--- src/rtl/multi_channel_counter.sv ---
// Multi-channel edge counter over a programmable window of whole milliseconds.
// Per-channel enable mask, saturation flags, single-shot or continuous windows.
module multi_channel_counter #(
    parameter int unsigned CLK_FREQ  = 50000000,
    parameter int unsigned N_CH      = 4,
    parameter int unsigned CNT_W     = 32,
    parameter logic [7:0]  ADDR_BASE = 8'h20
) (
    input  logic                    clk,
    input  logic                    reset,
    input  logic [7:0]              addr,
    input  logic [7:0]              data,
    output logic [7:0]              data_out,
    input  logic                    write,
    input  logic                    write32,
    input  logic [31:0]             data32,
    input  logic [N_CH-1:0]         count,
    input  logic                    start,
    output logic                    stop_step,
    output logic                    busy,
    output logic [31:0]             time_export,
    output logic [N_CH*CNT_W-1:0]   signals_export,
    output logic [N_CH-1:0]         ovf
);

    localparam int unsigned TICK  = CLK_FREQ / 1000;
    localparam int unsigned PRE_W = (TICK > 1) ? $clog2(TICK) : 1;
    localparam logic [PRE_W-1:0] PRE_LAST = PRE_W'(TICK - 1);
    localparam logic [CNT_W-1:0] CNT_MAX  = '1;
    localparam logic [7:0] A_CTRL = ADDR_BASE;
    localparam logic [7:0] A_MASK = ADDR_BASE + 8'd1;
    localparam logic [7:0] A_WIN  = ADDR_BASE + 8'd2;

    typedef enum logic [1:0] {S_IDLE, S_ARM, S_COUNT, S_LATCH} state_t;

    state_t                  state_q, state_d;
    logic                    mode_q, mode_d, run_mode_q, run_mode_d;
    logic [N_CH-1:0]         mask_q, mask_d, run_mask_q, run_mask_d;
    logic [31:0]             win_q, win_d, run_win_q, run_win_d;
    logic [PRE_W-1:0]        pre_q, pre_d;
    logic [31:0]             ms_q, ms_d;
    logic [N_CH-1:0]         sync1_q, sync1_d, sync2_q, sync2_d, prev_q, prev_d;
    logic [CNT_W-1:0]        cnt_q [N_CH];
    logic [CNT_W-1:0]        cnt_d [N_CH];
    logic [N_CH-1:0]         ovf_acc_q, ovf_acc_d;
    logic [N_CH*CNT_W-1:0]   sig_q, sig_d;
    logic [N_CH-1:0]         ovf_q, ovf_d;
    logic [31:0]             time_q, time_d;
    logic                    stop_q, stop_d, busy_q, busy_d;

    logic [N_CH-1:0]         edge_pulse;
    logic [15:0]             data_ext, mask_ext;
    logic                    abort, wrap;
    logic                    unused_data;

    assign unused_data = ^data;
    assign edge_pulse  = sync2_q & ~prev_q;

    always_comb begin
        state_d    = state_q;
        mode_d     = mode_q;
        mask_d     = mask_q;
        win_d      = win_q;
        run_mode_d = run_mode_q;
        run_mask_d = run_mask_q;
        run_win_d  = run_win_q;
        pre_d      = pre_q;
        ms_d       = ms_q;
        sync1_d    = count;
        sync2_d    = sync1_q;
        prev_d     = sync2_q;
        cnt_d      = cnt_q;
        ovf_acc_d  = ovf_acc_q;
        sig_d      = sig_q;
        ovf_d      = ovf_q;
        time_d     = time_q;
        stop_d     = 1'b0;
        wrap       = 1'b0;
        data_ext   = {8'h00, data};

        abort = write && (addr == A_CTRL) && data[2];
        if (write && (addr == A_CTRL)) mode_d = data[0];
        if (write && (addr == A_MASK)) mask_d = data_ext[N_CH-1:0];
        if (write32 && (addr == A_WIN)) win_d = (data32 == 32'd0) ? 32'd1 : data32;

        case (state_q)
            S_IDLE: begin
                if (start) state_d = S_ARM;
            end
            S_ARM: begin
                for (int unsigned i = 0; i < N_CH; i++) cnt_d[i] = '0;
                ovf_acc_d  = '0;
                pre_d      = '0;
                ms_d       = '0;
                run_win_d  = win_q;
                run_mask_d = mask_q;
                run_mode_d = mode_q;
                state_d    = S_COUNT;
            end
            S_COUNT: begin
                for (int unsigned i = 0; i < N_CH; i++) begin
                    if (run_mask_q[i] && edge_pulse[i]) begin
                        if (cnt_q[i] == CNT_MAX) ovf_acc_d[i] = 1'b1;
                        else                     cnt_d[i] = cnt_q[i] + 1'b1;
                    end
                end
                wrap  = (pre_q == PRE_LAST);
                pre_d = wrap ? '0 : pre_q + 1'b1;
                if (wrap) ms_d = ms_q + 32'd1;
                // Exports are taken from the next-state counters so the final
                // COUNT cycle's edge is included; in continuous mode the LATCH
                // cycle is folded into the following ARM.
                if (wrap && (ms_q + 32'd1 == run_win_q)) begin
                    for (int unsigned i = 0; i < N_CH; i++)
                        sig_d[i*CNT_W +: CNT_W] = cnt_d[i];
                    ovf_d   = ovf_acc_d;
                    time_d  = run_win_q;
                    stop_d  = 1'b1;
                    state_d = run_mode_q ? S_ARM : S_LATCH;
                end
            end
            S_LATCH: begin
                state_d = S_IDLE;
            end
            default: state_d = S_IDLE;
        endcase

        if (abort && ((state_q == S_ARM) || (state_q == S_COUNT))) begin
            state_d = S_IDLE;
            stop_d  = 1'b0;
            sig_d   = sig_q;
            ovf_d   = ovf_q;
            time_d  = time_q;
        end

        busy_d = (state_d == S_ARM) || (state_d == S_COUNT);
    end

    always_comb begin
        mask_ext           = '0;
        mask_ext[N_CH-1:0] = mask_q;
        case (addr)
            A_CTRL:  data_out = {5'b0, busy_q, 1'b0, mode_q};
            A_MASK:  data_out = mask_ext[7:0];
            A_WIN:   data_out = win_q[7:0];
            default: data_out = 8'h00;
        endcase
    end

    always_ff @(posedge clk) begin
        if (reset) begin
            state_q    <= S_IDLE;
            mode_q     <= 1'b0;
            mask_q     <= '1;
            win_q      <= 32'd1;
            run_mode_q <= 1'b0;
            run_mask_q <= '1;
            run_win_q  <= 32'd1;
            pre_q      <= '0;
            ms_q       <= '0;
            sync1_q    <= '0;
            sync2_q    <= '0;
            prev_q     <= '0;
            for (int unsigned i = 0; i < N_CH; i++) cnt_q[i] <= '0;
            ovf_acc_q  <= '0;
            sig_q      <= '0;
            ovf_q      <= '0;
            time_q     <= '0;
            stop_q     <= 1'b0;
            busy_q     <= 1'b0;
        end else begin
            state_q    <= state_d;
            mode_q     <= mode_d;
            mask_q     <= mask_d;
            win_q      <= win_d;
            run_mode_q <= run_mode_d;
            run_mask_q <= run_mask_d;
            run_win_q  <= run_win_d;
            pre_q      <= pre_d;
            ms_q       <= ms_d;
            sync1_q    <= sync1_d;
            sync2_q    <= sync2_d;
            prev_q     <= prev_d;
            for (int unsigned i = 0; i < N_CH; i++) cnt_q[i] <= cnt_d[i];
            ovf_acc_q  <= ovf_acc_d;
            sig_q      <= sig_d;
            ovf_q      <= ovf_d;
            time_q     <= time_d;
            stop_q     <= stop_d;
            busy_q     <= busy_d;
        end
    end

    assign stop_step      = stop_q;
    assign busy           = busy_q;
    assign time_export    = time_q;
    assign signals_export = sig_q;
    assign ovf            = ovf_q;

endmodule

--- config.mk ---
export PLATFORM = sky130hd
export DESIGN_NAME = multi_channel_counter
export DESIGN_NICKNAME = d
export VERILOG_FILES = /design/src/rtl/multi_channel_counter.sv
export SDC_FILE = /design/constraint.sdc
export NUM_CORES = 1
export LEC_CHECK = 0
export ABC_AREA = 1
export ABC_CLOCK_PERIOD_IN_PS = 7300
export BUFFER_PORTS_ARGS = -buffer_cell sky130_fd_sc_hd__buf_2
export CAP_MARGIN = 10
export CORE_UTILIZATION = 45
export DETAILED_ROUTE_END_ITERATION = 8
export PLACE_DENSITY = 0.72
export SETUP_SLACK_MARGIN = 0.3
export SYNTH_ARGS = -nofsm -noshare
export SYNTH_HDL_FRONTEND = slang
export SYNTH_SLANG_ARGS = --single-unit
--- constraint.sdc ---
create_clock -name clk -period 7.3 [get_ports clk]
set_clock_uncertainty 0.15 [all_clocks]
set_input_delay 2.19 -clock clk [delete_from_list [all_inputs] [get_ports clk]]
set_output_delay 2.19 -clock clk [all_outputs]
set_load 0.005 [all_outputs]
==> results of run 1 <==
cells by family after synthesis:
group	synth area share, %
AOI/OAI and AO/OA	17.27
xor gates and xnor gates	5.047
adders and majority gates	0.5215
buffers and inverters	7.805
DFF	40.24
and+or+nand+nor	29.11
final cells by class:
cell class                 count  share of cell area (%)
clock inverter                16                  0.6635
antenna                        2                 0.02042
sequential                   434                   35.44
tap                          607                   3.098
inverter                     266                   4.088
timing repair buffer         248                   5.328
multi-input combinational   2170                   45.86
clock buffer                  63                   5.502
synthesized netlist by cell type, types with 74 or more instances:
| cell type | n | area share [%] |
|---|---|---|
| nand3_1 | 167 | 3.9 |
| inv_1 | 265 | 4.6 |
| nor3_1 | 75 | 1.7 |
| or2_2 | 74 | 2.1 |
| clkbuf_1 | 118 | 2.1 |
| a211oi_2 | 84 | 4.9 |
| a21oi_1 | 258 | 6.0 |
| nand2_1 | 592 | 10 |
| o21ai_0 | 176 | 4.1 |
| nor2_1 | 406 | 7.1 |
| dfxtp_1 | 434 | 40 |
| xor2_1 | 84 | 3.4 |
stage by stage:
step	total power, µW	hold WS [ns]	cells
3_3_place_gp	2980	0.2428	3725
6_report	5299	0.2526	3806
5_1_grt	5510	0.2812	3805
4_1_cts	5352	0.2543	3804
2_1_floorplan	2808	0.2383	3019
3_5_place_dp	2981	0.2454	3725
worst max-delay path, stage by stage:
cell and delay (ns):
buf_2 0.10, nor4_1 0.30, buf_4 0.21, nand2_1 0.07, nor3_1 0.14, buf_4 0.19
a22o_1 0.21, buf_2 0.14
per-layer routing:
layer | vias up | part of all wire, % | global-route usage, %
met4 | 2 | 2.9 | 8.527
li1 | 10250 | - | -
met2 | 531 | 44 | 37.96
met5 | - | 0.022 | 0
met3 | 103 | 5.5 | 3.837
met1 | 9265 | 48 | 33.36
how the worst min path moves through the flow:
stage,slack [ns],endpoint,depth (start not counted)
final,0.25,prev_d[2],2
after global routing,0.28,prev_d[2],2
after CTS,0.25,prev_d[2],2
after detailed placement,0.25,prev_d[3],2
after global placement,0.24,prev_d[2],2
after floorplan,0.24,prev_d[0],2
power breakdown:
part	switching (µW)	internal, µW
clock network	974	1390
logic	370	115
registers	39.4	2410
registers in the layout, indices dropped and copies added, names as in the netlist, 16 cells and up:
register and cells:
pre_q 16, ms_q 32, cnt_q 128, run_win_q 32, win_q 32, signals_export 128
time_export 32
==> metrics.cfg, run 1 <==
[place]
dp_hpwl_um = 41980
gp_congestion = 0.9734
place_area_um2 = 23000
portBuffers = 226
preCtsSetupSlack_ns = 1.382

[layout]
syn2layout_area_growth_pct = 13.54
layout-drive-gt1-share_pct = 15.61
nNetsFinal = 3232
final_common_cell = nand2_1
fillers = 4606
final_cell_mix = nand2_1 (591), dfxtp_1 (434), nor2_1 (405), inv_1 (263), a21oi_1 (258)
fin_util_pct = 52.21
seq_area_um2 = 8688
stdcell_area_um2 = 24510
multi_input_comb_area_um2 = 11240

[synthesis]
syn_inst = 3019
synth-async-reset-ratio_pct = 0
synth_edf_count = 0
yosysSeqAreaShare_pct = 40.24
synth_flop_cell = dfxtp_1
netlist_area_um2 = 21590
yosys_warnings = 0
synth-seq-cells = 434
synth.distinct_cells = 45
synth_fp_nets = 3085
syn_area_per_cell_um2 = 7.152

[setup_path]
crit_type = in -> out
cp_max_fo = 6
required_ns = 4.96
rrSetupSlack_ns = 3.00
r2r-start = state_q[0]
critPathCaptureType = primary output
crit_start = addr[4]
r2r_end = signals_export[2]
cp.arrival_ns = 3.56
start_kind = primary input
reg2regPathDepth = 10
endpoint = data_out[1]

[pwr]
pwr_density_cell_nw_per_um2 = 216.2
p_leak_uw = 0.009050
vdd_drop_max_mv = 0.1916

[clocking]
clock_sinks = 434
post_cts_buffers = 0
clk_path_buf_depth = 3
post_cts_resized = 0
insertion_delay_ns = 0.58
htree_num_levels = 2
cts_tree = done
root_buffer = clkbuf_16
path_clk_slew_ns = 0.06
cts-buffers-inserted = 46
hold_buffers = 0

[global_routing]
grt_usage_pct = 24.11
grt_pass1_vias = 18480
grt_pass1_wl_um = 96860
grt_max_degree = 125
overflow = 0
antenna_found_initial = 2

[route]
vias = 20150
drcViolationCount = 0
drt_iter0_drc = 1478
vias_per_cell = 5.295
wl_per_cell_um = 15.80
ant_nets = 0
routed_wl_um = 60120
firstDrtPassIters = 5

[timing]
tns_ns = 0
hold_viol_final = 0
grt_setup_unrepaired = no
fin_crit_sh_pct = 80.79
finalMaxSlewViolations = 0
timing.final.ws_setup_ns = 1.402
fin_crit_ns = 5.898
worst_pin_slew_ns = 1.151
fmax_mhz = 169.6
slew_headroom_pct = 23.24
finalSetupViolations = 0

[worst_hold_path]
min-delay-start = sync1_q[2]
hold_path.class = reg -> reg

[floorplan]
die_w_um = 221.1
die-area_um2 = 48860
die_h_um = 221.1
std_cell_rows = 79
start_util_pct = 45.99
io_pins = 231
coreArea_um2 = 46950

[status]
status = finished clean

[job]
max-cap-violations = 0

Note: power is estimated with default switching activity, not from simulation.
==> run 2: changes to the inputs <==
ABC_CLOCK_PERIOD_IN_PS = 6100   (was 7300)
clock period = 6.1 ns   (was 7.3 ns; I/O delays follow)
==> metrics.cfg, run 2 (same netlist as run 1, synthesis figures left out) <==
[status]
status = finished clean

[clocking]
clk_path_buf_depth = 3  ; unchanged
post_cts_resized = 0  ; unchanged
cts-buffers-inserted = 46  ; unchanged
cts_tree = done
root_buffer = clkbuf_16
htree_num_levels = 2  ; unchanged
clock_sinks = 434  ; unchanged
hold_buffers = 0  ; unchanged
post_cts_buffers = 0  ; unchanged
insertion_delay_ns = 0.58  ; about the same
path_clk_slew_ns = 0.06  ; about the same

[global_routing]
grt_max_degree = 203  ; +62%
overflow = 0  ; unchanged
grt_pass1_vias = 18380  ; -0.55%
grt_pass1_wl_um = 96340  ; -0.53%
antenna_found_initial = 4  ; +2
grt_usage_pct = 23.95  ; -0.17 points

[layout]
final_common_cell = nand2_1
nNetsFinal = 3233  ; +0.031%
final_cell_mix = nand2_1 (591), dfxtp_1 (434), nor2_1 (405), inv_1 (263), a21oi_1 (258)
layout-drive-gt1-share_pct = 15.86  ; +0.25 points
syn2layout_area_growth_pct = 14.09
layoutNonFillerInstCount = 3812  ; +0.16%
fin_util_pct = 52.47  ; +0.26 points

[worst_hold_path]
min-delay-start = sync1_q[2]
worst_hold_path.endpoint = prev_d[2]
hold_depth = 2  ; unchanged
hold_path.class = reg -> reg

[place]
portBuffers = 226  ; unchanged
dp_hpwl_um = 42020  ; +0.11%
gp_congestion = 0.9186  ; -5.6%
dp_cells = 3726  ; +0.027%

[setup_path]
critPathSlowestCell = nor3_1
rrSetupSlack_ns = 1.90  ; -1.10 ns
reg2regPathDepth = 17  ; +7
cp_max_fo = 4  ; -2
r2r_end = signals_export[2]
critPathCaptureType = primary output
start_kind = primary input
path_cells = buf_2 > nor4_1 > buf_4 > nand2_1 > nor3_1 > nand2_1 > nand3_1 > buf_2
crit_type = in -> out
r2r-start = ms_q[0]
required_ns = 4.12  ; -0.84 ns
cpPeakStageDelay_ns = 0.33  ; +0.03 ns
cp.arrival_ns = 3.17  ; -0.39 ns

[timing]
holdWs_ns = 0.2524  ; -0.0001820 ns
tns_ns = 0  ; unchanged
grt_setup_unrepaired = no
worst_pin_slew_ns = 1.123  ; -0.02871 ns
finalSetupViolations = 0  ; unchanged
slew_headroom_pct = 25.07  ; +1.8 points
fmax_mhz = 194.0
finalMaxSlewViolations = 0  ; unchanged
fin_crit_ns = 5.155
hold_viol_final = 0  ; unchanged
fin_crit_sh_pct = 84.50

[floorplan]
coreArea_um2 = 46950  ; unchanged
start_util_pct = 45.99  ; unchanged
std_cell_rows = 79  ; unchanged
die_h_um = 221.1  ; unchanged
die_w_um = 221.1  ; unchanged
io_pins = 231  ; unchanged
die-area_um2 = 48860  ; unchanged

[route]
routed_wl_um = 60200  ; +0.13%
ant_nets = 0  ; unchanged
vias = 20220  ; +0.33%
wl_per_cell_um = 15.79  ; about the same
firstDrtPassIters = 5  ; unchanged
drt_iter0_drc = 1539  ; +4.1%
drcViolationCount = 0  ; unchanged
vias_per_cell = 5.304  ; +0.17%

[pwr]
vdd_drop_max_mv = 0.2043  ; +6.6%
p_leak_uw = 0.009116  ; +0.73%
pwr_density_cell_nw_per_um2 = 262.8  ; +22%

[job]
max-cap-violations = 0  ; unchanged

[run 2: cell count changes in the layout (fill, tap and decap cells not counted), sizes merged]
cell      change
bufinv        +1
diode         -1
clkinvlp      -1
buf           +1
clkbuf        +3
inv           +1
clkinv        +2
[run 2: final cells by class]
cell class	count	area [µm²]
multi-input cells	2170	11240
flip-flops and latches	434	8688
repair buffers	249	1326
diodes	1	2.502
clock buffers	66	1410
clock inverters	19	203.9
well taps	607	759.5
fillers	4637	22320
inverters	266	1002
[run 2: power by group]
| part | total (µW) | leakage (µW) | internal, µW | switching [µW] |
|---|---|---|---|---|
| Sequential | 2930 | 0.00350 | 2880 | 46.4 |
| Combinational | 582 | 0.00481 | 142 | 441 |
| Clock | 2960 | 0.000804 | 1780 | 1190 |
[run 2: worst max path at each step]
stage	endpoint	cells past startpoint	slack (ns)	start
after floorplan	data_out[4]	5	1.11	addr[4]
after global placement	data_out[1]	7	0.93	addr[3]
after detailed placement	data_out[1]	7	0.94	addr[3]
after CTS	data_out[1]	7	0.93	addr[3]
after global routing	data_out[1]	7	0.77	addr[3]
final	data_out[2]	8	0.95	addr[4]
[run 2: stage by stage]
stage / power (µW) / setup slack [ns] / area (µm²)
detailed placement: 3568 / 0.9362 / 23020
floorplan: 3361 / 1.107 / 21590
global route: 6724 / 0.7714 / 24630
finish: 6475 / 0.9454 / 24630
global placement: 3564 / 0.9287 / 23020
CTS: 6538 / 0.9315 / 24630
[run 2: worst max-delay path: cells and delay by family]
family	cells	cell delay (ns)
buffers and inverters	3	0.45
AND/OR/NAND/NOR	5	0.88
[run 2: metal layers]
metal	global-route usage (%)	vias to the layer above	part of all wire [%]
li1	-	10250	-
met1	32.38	9290	46
met2	37.92	566	44
met3	4.462	104	6.2
met4	8.888	6	3.3
met5	0	-	0.068
==> run 3: changes to the inputs <==
ABC_CLOCK_PERIOD_IN_PS = 4200   (was 6100)
PLACE_DENSITY = 0.74   (was 0.72)
clock period = 4.2 ns   (was 6.1 ns; I/O delays follow)
==> metrics.cfg, run 3 (same netlist as run 1, synthesis figures left out) <==
[worst_hold_path]
worst_hold_path.endpoint = prev_d[2]
hold_depth = 2  ; unchanged
hold_path.class = reg -> reg
min-delay-start = sync1_q[2]

[layout]
syn2layout_area_growth_pct = 15.76
nNetsFinal = 3242  ; +0.28%
final_cell_mix = nand2_1 (588), dfxtp_1 (434), nor2_1 (404), inv_1 (261), a21oi_1 (258)
seq_area_um2 = 8688  ; unchanged
multi_input_comb_area_um2 = 11300  ; +0.50%
fillers = 4449  ; -4.1%
layout-drive-gt1-share_pct = 16.36  ; +0.51 points
final_common_cell = nand2_1

[place]
portBuffers = 226  ; unchanged
dp_hpwl_um = 42560  ; +1.3%
gp_congestion = 0.9622  ; +4.7%

[route]
ant_nets = 0  ; unchanged
vias = 20270  ; +0.27%
drcViolationCount = 0  ; unchanged
wl_per_cell_um = 15.78  ; about the same
routed_wl_um = 60320  ; +0.20%
vias_per_cell = 5.302  ; about the same
drt_iter0_drc = 1476  ; -4.1%
firstDrtPassIters = 6  ; +1

[setup_path]
start_kind = primary input
rrSetupSlack_ns = 0.66  ; -1.24 ns
r2r-start = ms_q[2]
reg2regPathDepth = 18  ; +1
cp_max_fo = 6  ; +2
crit_type = in -> out
cp.arrival_ns = 2.52  ; -0.65 ns
required_ns = 2.79  ; -1.33 ns
r2r_end = signals_export[33]
crit_start = addr[7]
critPathCaptureType = primary output

[floorplan]
io_pins = 231  ; unchanged
die_w_um = 221.1  ; unchanged
std_cell_rows = 79  ; unchanged
die_h_um = 221.1  ; unchanged
start_util_pct = 45.99  ; unchanged
die-area_um2 = 48860  ; unchanged
coreArea_um2 = 46950  ; unchanged

[timing]
finalMaxSlewViolations = 0  ; unchanged
fin_crit_sh_pct = 93.64
hold_viol_final = 0  ; unchanged
tns_ns = 0  ; unchanged
slew_headroom_pct = 25.83  ; +0.76 points
fin_crit_ns = 3.933
finalSetupViolations = 0  ; unchanged
worst_pin_slew_ns = 1.113  ; -0.01015 ns
grt_setup_unrepaired = yes
fmax_mhz = 254.3

[clocking]
cts_tree = done
path_clk_slew_ns = 0.06  ; about the same
clock_sinks = 434  ; unchanged
root_buffer = clkbuf_16
cts-buffers-inserted = 48  ; +4.3%
insertion_delay_ns = 0.59  ; about the same
clk_path_buf_depth = 3  ; unchanged
htree_num_levels = 2  ; unchanged

[global_routing]
grt_max_degree = 126  ; -38%
grt_busiest_layer = met2
overflow = 0  ; unchanged
grtUsageMet1_pct = 32.75  ; +0.37 points
grt_usage_pct = 24.12  ; +0.18 points
grt_pass1_vias = 18610  ; +1.2%
grt_use_met2_pct = 38.57  ; +0.64 points
antenna_found_initial = 3  ; -1
gr-usage-met3_pct = 3.585  ; -0.88 points
grt_pass1_wl_um = 97120  ; +0.80%

[pwr]
vdd_drop_max_mv = 0.2839  ; +39%
power_uw = 9649  ; +49%
p_leak_uw = 0.009250  ; +1.5%
pwr_density_cell_nw_per_um2 = 386.0  ; +47%

[status]
status = finished clean

[job]
max-cap-violations = 0  ; unchanged

==> run 3: cell types whose count changed in the layout (fill, tap and decap cells not counted), moves of 4 or more <==
cell / change
buf_12: +9
buf_4: -5
buf_6: +4
clkbuf_1: +5
clkinv_2: -8
==> run 3: cell type report <==
cell class / instances / share of cell area [%]
Timing Repair Buffer: 256 / 6.127
Sequential cell: 434 / 34.76
Antenna cell: 1 / 0.01001
Clock buffer: 70 / 5.662
Multi-Input combinational cell: 2170 / 45.20
Clock inverter: 19 / 1.181
Tap cell: 607 / 3.038
Inverter: 266 / 4.020
==> run 3: worst max-delay path by stage <==
stage | to | slack, ns
2_1_floorplan | data_out[4] | 0.35
3_3_place_gp | data_out[0] | -0.02
3_5_place_dp | data_out[0] | -0.01
4_1_cts | data_out[1] | 0.22
5_1_grt | data_out[1] | 0.15
6_report | data_out[3] | 0.27
==> run 3: where the power goes <==
part | total, µW | switching, µW | internal (µW) | leakage, µW
Combinational | 862 | 647 | 215 | 0.00492
Clock | 4530 | 1760 | 2770 | 0.000827
Sequential | 4260 | 70.1 | 4190 | 0.00350
Total | 9650 | 2470 | 7170 | 0.00925
==> run 3: stage by stage <==
stage	cell area, µm²	setup slack [ns]	hold WS, ns	instances	util, %
CTS	24920	0.2170	0.2567	3820	53.07
floorplan	21590	0.3471	0.2383	3019	-
global route	25000	0.1480	0.2821	3823	53.24
global placement	23160	-0.01535	0.2436	3731	49.32
detailed placement	23160	-0.01487	0.2459	3731	49.32
finish	25000	0.2669	0.2572	3823	53.24
==> run 3: routing by layer <==
layer / share of wire, % / routed length [µm] / vias up
met1: 46 / 27620 / 9251
met5: 0.028 / 17 / -
li1: - / - / 10280
met2: 45 / 27090 / 612
met3: 6.1 / 3700 / 125
met4: 3.1 / 1889 / 4
==> run 3: worst max-delay path, stage by stage <==
cell and delay (ns):
buf_6 0.09, nor4_4 0.31, buf_6 0.18, nand2_4 0.06
nor3_2 0.13, buf_6 0.17, a22o_1 0.20, buf_2 0.13
==> run 3: repair_timing <==
action	in CTS	in global routing
endpoints found under the setup margin	8	172
pin swaps	5	6
cloned	0	0
resized for setup	10	9
setup buffers	0	1
hold buffers	0	0
